`src/rtl/one_hot_index_encoder_pipe.sv`:
```
// Two-stage pipelined one-hot to index encoder with valid/ready handshake,
// zero/multi-hot detection and a saturating error counter.
module one_hot_index_encoder_pipe #(
  parameter int N          = 16,
  parameter bit SIGNED_OUT = 1'b1,
  parameter bit PRIORITY   = 1'b0,
  parameter int CNT_W      = 8,
  localparam int W         = $clog2(N)
) (
  input  logic             clk,
  input  logic             rst_n,
  input  logic             in_valid,
  output logic             in_ready,
  input  logic [N-1:0]     in_w,
  output logic             out_valid,
  input  logic             out_ready,
  output logic [W-1:0]     out_idx,
  output logic             out_err,
  output logic             out_multi,
  input  logic             clr_cnt,
  output logic [CNT_W-1:0] err_cnt
);

  typedef enum logic [1:0] {
    CLS_ZERO  = 2'd0,
    CLS_ONE   = 2'd1,
    CLS_MULTI = 2'd2
  } cls_e;

  localparam logic [W-1:0] HALF = W'(N / 2);

  logic         s1_valid_r;
  logic [N-1:0] s1_w_r;
  cls_e         s1_cls_r;
  logic         s2_valid_r;
  logic         s1_adv_s;
  logic         s2_adv_s;
  logic [W-1:0] enc_idx_s;
  logic         enc_err_s;
  logic         enc_multi_s;

  // Clearing the lowest set bit leaves a non-zero word only for multi-hot input.
  function automatic cls_e classify(input logic [N-1:0] w);
    logic [N-1:0] low_clr;
    low_clr = w & (w - N'(1));
    if (w == '0) begin
      classify = CLS_ZERO;
    end else if (low_clr != '0) begin
      classify = CLS_MULTI;
    end else begin
      classify = CLS_ONE;
    end
  endfunction

  // Position of the most significant set bit.
  function automatic logic [W-1:0] top_pos(input logic [N-1:0] w);
    top_pos = '0;
    for (int i = 0; i < N; i++) begin
      if (w[i]) begin
        top_pos = W'(i);
      end
    end
  endfunction

  // N is a power of two, so N-1-p is ~p and subtracting N/2 flips the MSB.
  function automatic logic [W-1:0] pos_to_idx(input logic [W-1:0] p);
    logic [W-1:0] k;
    k = ~p;
    if (SIGNED_OUT) begin
      pos_to_idx = k ^ HALF;
    end else begin
      pos_to_idx = k;
    end
  endfunction

  // Handshake advance conditions; in_ready depends on out_ready but never in_valid.
  always_comb begin
    s2_adv_s = !s2_valid_r || out_ready;
    s1_adv_s = !s1_valid_r || s2_adv_s;
  end

  assign in_ready  = s1_adv_s;
  assign out_valid = s2_valid_r;

  // Encode the stage-1 word according to its class and the priority mode.
  always_comb begin
    enc_idx_s   = '0;
    enc_err_s   = 1'b0;
    enc_multi_s = 1'b0;
    case (s1_cls_r)
      CLS_ONE: begin
        enc_idx_s = pos_to_idx(top_pos(s1_w_r));
      end
      CLS_MULTI: begin
        enc_multi_s = 1'b1;
        if (PRIORITY) begin
          enc_idx_s = pos_to_idx(top_pos(s1_w_r));
        end else begin
          enc_err_s = 1'b1;
        end
      end
      default: begin
        enc_err_s = 1'b1;
      end
    endcase
  end

  // Stage 1: capture the accepted word and its popcount class.
  always_ff @(posedge clk or negedge rst_n) begin
    if (!rst_n) begin
      s1_valid_r <= 1'b0;
      s1_w_r     <= '0;
      s1_cls_r   <= CLS_ZERO;
    end else if (s1_adv_s) begin
      s1_valid_r <= in_valid;
      if (in_valid) begin
        s1_w_r   <= in_w;
        s1_cls_r <= classify(in_w);
      end
    end
  end

  // Stage 2: registered result, held while the consumer stalls.
  always_ff @(posedge clk or negedge rst_n) begin
    if (!rst_n) begin
      s2_valid_r <= 1'b0;
      out_idx    <= '0;
      out_err    <= 1'b0;
      out_multi  <= 1'b0;
    end else if (s2_adv_s) begin
      s2_valid_r <= s1_valid_r;
      if (s1_valid_r) begin
        out_idx   <= enc_idx_s;
        out_err   <= enc_err_s;
        out_multi <= enc_multi_s;
      end
    end
  end

  // Saturating count of delivered errored results; clear has priority.
  always_ff @(posedge clk or negedge rst_n) begin
    if (!rst_n) begin
      err_cnt <= '0;
    end else if (clr_cnt) begin
      err_cnt <= '0;
    end else if (s2_valid_r && out_ready && out_err && (err_cnt != '1)) begin
      err_cnt <= err_cnt + CNT_W'(1);
    end
  end

endmodule
```
`config.mk`:
```
export PLATFORM = sky130hd
export DESIGN_NAME = one_hot_index_encoder_pipe
export DESIGN_NICKNAME = d
export VERILOG_FILES = /design/src/rtl/one_hot_index_encoder_pipe.sv
export SDC_FILE = /design/constraint.sdc
export NUM_CORES = 1
export LEC_CHECK = 0
export ABC_CLOCK_PERIOD_IN_PS = 3700
export BUFFER_PORTS_ARGS = -buffer_cell sky130_fd_sc_hd__buf_2
export CORE_ASPECT_RATIO = 1.25
export CORE_UTILIZATION = 40
export CTS_CLUSTER_DIAMETER = 100
export DETAILED_ROUTE_END_ITERATION = 7
export PLACE_DENSITY = 0.6
export SYNTH_ARGS = -nofsm -noshare
export SYNTH_HDL_FRONTEND = slang
export SYNTH_SLANG_ARGS = --single-unit
```
`constraint.sdc`:
```
create_clock -name clk -period 3.7 [get_ports clk]
set_input_delay 0.74 -clock clk [delete_from_list [all_inputs] [get_ports clk]]
set_output_delay 0.74 -clock clk [all_outputs]
set_load 0.01 [all_outputs]
```
==> run metrics <==
status=completed; via count=1309; Synth area leaders=dfrtp_1 51%, mux2_2 12%, nand2_1 3.2%; Fill cells=379; Post-synth EDFFs=0; Clk pwr share=39.3%; Port Buf Inserts=36; crit path buf inv count=1; largest net degree at the start of global routing=34; first-pass GRT wire length=5770 um; Pwr Total=0.882 mW; Layout Nets=217; post_cts resized=0; Max-cap violations=0; syn_nets=176; die width=58.9 um; worst-path fanout max=4; Synth top area share=51.0%; Largest delay share family, worst path=simple AND/OR/NAND/NOR gates; placed cell count=242; Seq pwr share=47.7%; post-route ant nets=0; CP Class=primary input to flop; DIE HEIGHT=73.1 um; DPL Wire Length=2570 um; final period utilization=52.5%; Seq/Total Area, Yosys=51.0%; Worst EP required=3.87 ns; synth unique cells=34; vias in the first global route=1313; syn avg cell area=10.5 um2; Final min period=1.94 ns; leading area contributor after synthesis=dfrtp_1; initial antenna violation count=0; Initial DRC Count=33; Total GRT Usage=18.0%; H-tree depth=2; RD Place Congestion=0.760; Top FF cell, synth=dfrtp_1; Warnings, synthesis=0; synthesized instance count=154; setup_tns=0 ns; pwr/cell area=447 nW/um2; clk buf depth=2; First-pass DRT Iterations=4; Relative slew margins=50.2%; Leak Pwr=0.859 nW; switching share of power=24.6%; Max Slew Vio Count=0; antenna cell count=0; Num CTS Buffers=5; core box area=3820 um2; # clock sinks=33; crit-path cells=buf_2 -> nor4_1 -> nand4_1 -> o21ai_0 -> o21ai_1 -> mux2_2; #FFs+latches synth=33; share of cells above drive strength 1=33.2%; CTS tree=yes; die area=4310 um2; Final Hold Vio Count=0; final hold slack=0.483 ns; drt wl/cell=13.5 um; Worst Path Arrival=2.11 ns; boundary pin count=37; area grow syn2layout=21.9%; fmax=514 MHz; postcts setup bufs=0; CTS root buffer=clkbuf_8; P_int=0.665 mW; Combinational Power Share=13.0%; Finished Layout Cells=250; asr flop ratio synth=100%; Clk Latency, worst-skew pair=0.28 ns; Clock Pin Slew Worst Setup and Hold Paths=0.07 ns; Sw Pwr=0.217 mW; Hold Buf Count CTS=0; VDD IR max=0.000252 V; FP Rows=25; element type at the critical path end=flop; Worst path max stage delay=0.47 ns; Synth top cells by count=33 x dfrtp_1, 17 x mux2_2, 14 x nand2_1, 14 x nor2_1, 10 x nor3_1; total grt overflow=0; Final setup viols=0; worst-margin pin slew=0.745 ns; drc violations=0; Initial Utilization=42.4%; clock skew=0.00872 ns; final core occ=51.7%; most numerous cell in the Yosys netlist=dfrtp_1; Vias per Instance=5.24; Total Wirelength=3380 um; RSZ-0062 raised after global routing=no; Hold WC Path Type=flop to flop; mapped cell area=1620 um2; Crit-path slowest cell=nor4_1; Startpoint Class=primary input
through the flow:
stage / worst slack [ns] / cell area [um2]
after floorplan: 1.72 / 1620
after global placement: 1.52 / 1860
after detailed placement: 1.47 / 1860
after CTS: 1.77 / 1970
after global routing: 1.55 / 1970
final: 1.76 / 1970
worst min-delay path, stage by stage (launching register included):
cell,delay [ns]
dfrtp_1,0.35
nand2_1,0.05
o21ai_0,0.06
cells in the final DEF, fill, tap and decap left out, types with 2 or more instances in the layout:
| cell type | count |
|---|---|
| nand2b_1 | 5 |
| inv_1 | 5 |
| nand2_1 | 14 |
| nor3_1 | 10 |
| o21ai_0 | 5 |
| a31oi_1 | 2 |
| xnor2_1 | 3 |
| o31ai_1 | 4 |
| xor2_1 | 3 |
| maj3_1 | 2 |
| nand3_1 | 3 |
| dfrtp_1 | 33 |
| or3_1 | 2 |
| a211oi_1 | 2 |
| nor4_1 | 4 |
| clkbuf_8 | 6 |
| a32o_1 | 2 |
| mux2_2 | 17 |
| buf_2 | 36 |
| nand4_1 | 3 |
| nor2_1 | 14 |
| a21oi_1 | 7 |
registers in the layout, summed over array words and instances, names as in the netlist:
name and count:
s1_valid_r 1, out_err 1, s1_cls_r 2, out_multi 1
out_valid 1, s1_w_r 15, err_cnt 8, out_idx 4
layer usage:
layer	share of wire [%]	GRT usage, %	vias to the layer above	wire, um
li1	-	-	652	-
met1	44	21.8	613	1490
met2	50	30.4	39	1680
met3	4.7	3.19	5	158
met4	1.6	8.73	0	55
met5	0	0	-	0
logic make-up after synthesis:
| logic type | count (synthesis) | synth area share [%] |
|---|---|---|
| DFF | 33 | 51.0 |
| buffers and inverters | 7 | 1.70 |
| xor gates and xnor gates | 6 | 3.25 |
| and+or+nand+nor | 59 | 18.5 |
| muxes | 17 | 11.8 |
| adders and majority gates | 3 | 2.01 |
| AOI/OAI and AO/OA | 29 | 11.7 |
path summary, 6_finish.rpt:
path | slack [ns] | from | cells after the start | to
worst max-delay path | 1.76 | in_w[4] | 6 | s1_cls_r[1]
worst min-delay path | 0.48 | out_multi | 2 | out_multi
worst max register to register | 1.97 | err_cnt[0] | 7 | err_cnt[4]
worst min register to register | 0.48 | out_multi | 2 | out_multi
max in group asynchronous | 2.72 | rst_n | 1 | s1_w_r[10]
min in group asynchronous | 0.51 | rst_n | 1 | s1_valid_r
power by group through the flow:
| stage | Combinational [mW] | Clock [mW] | Sequential, mW |
|---|---|---|---|
| final | 0.115 | 0.347 | 0.421 |
| after floorplan | 0.0707 | 0 | 0.421 |
| after CTS | 0.117 | 0.357 | 0.420 |
| after global routing | 0.131 | 0.368 | 0.425 |
| after global placement | 0.112 | 0 | 0.425 |
| after detailed placement | 0.116 | 0 | 0.427 |
area by class of cell:
class / instances / area, um2 / area share [%]
timing repair buffer: 36 / 180 / 9.13
clock buffer: 7 / 86.3 / 4.37
sequential: 33 / 826 / 41.8
inverter: 5 / 18.8 / 0.951
tap: 54 / 67.6 / 3.42
clock inverter: 1 / 30.0 / 1.52
multi-input combinational: 114 / 766 / 38.8
Note: power is estimated with default switching activity, not from simulation.
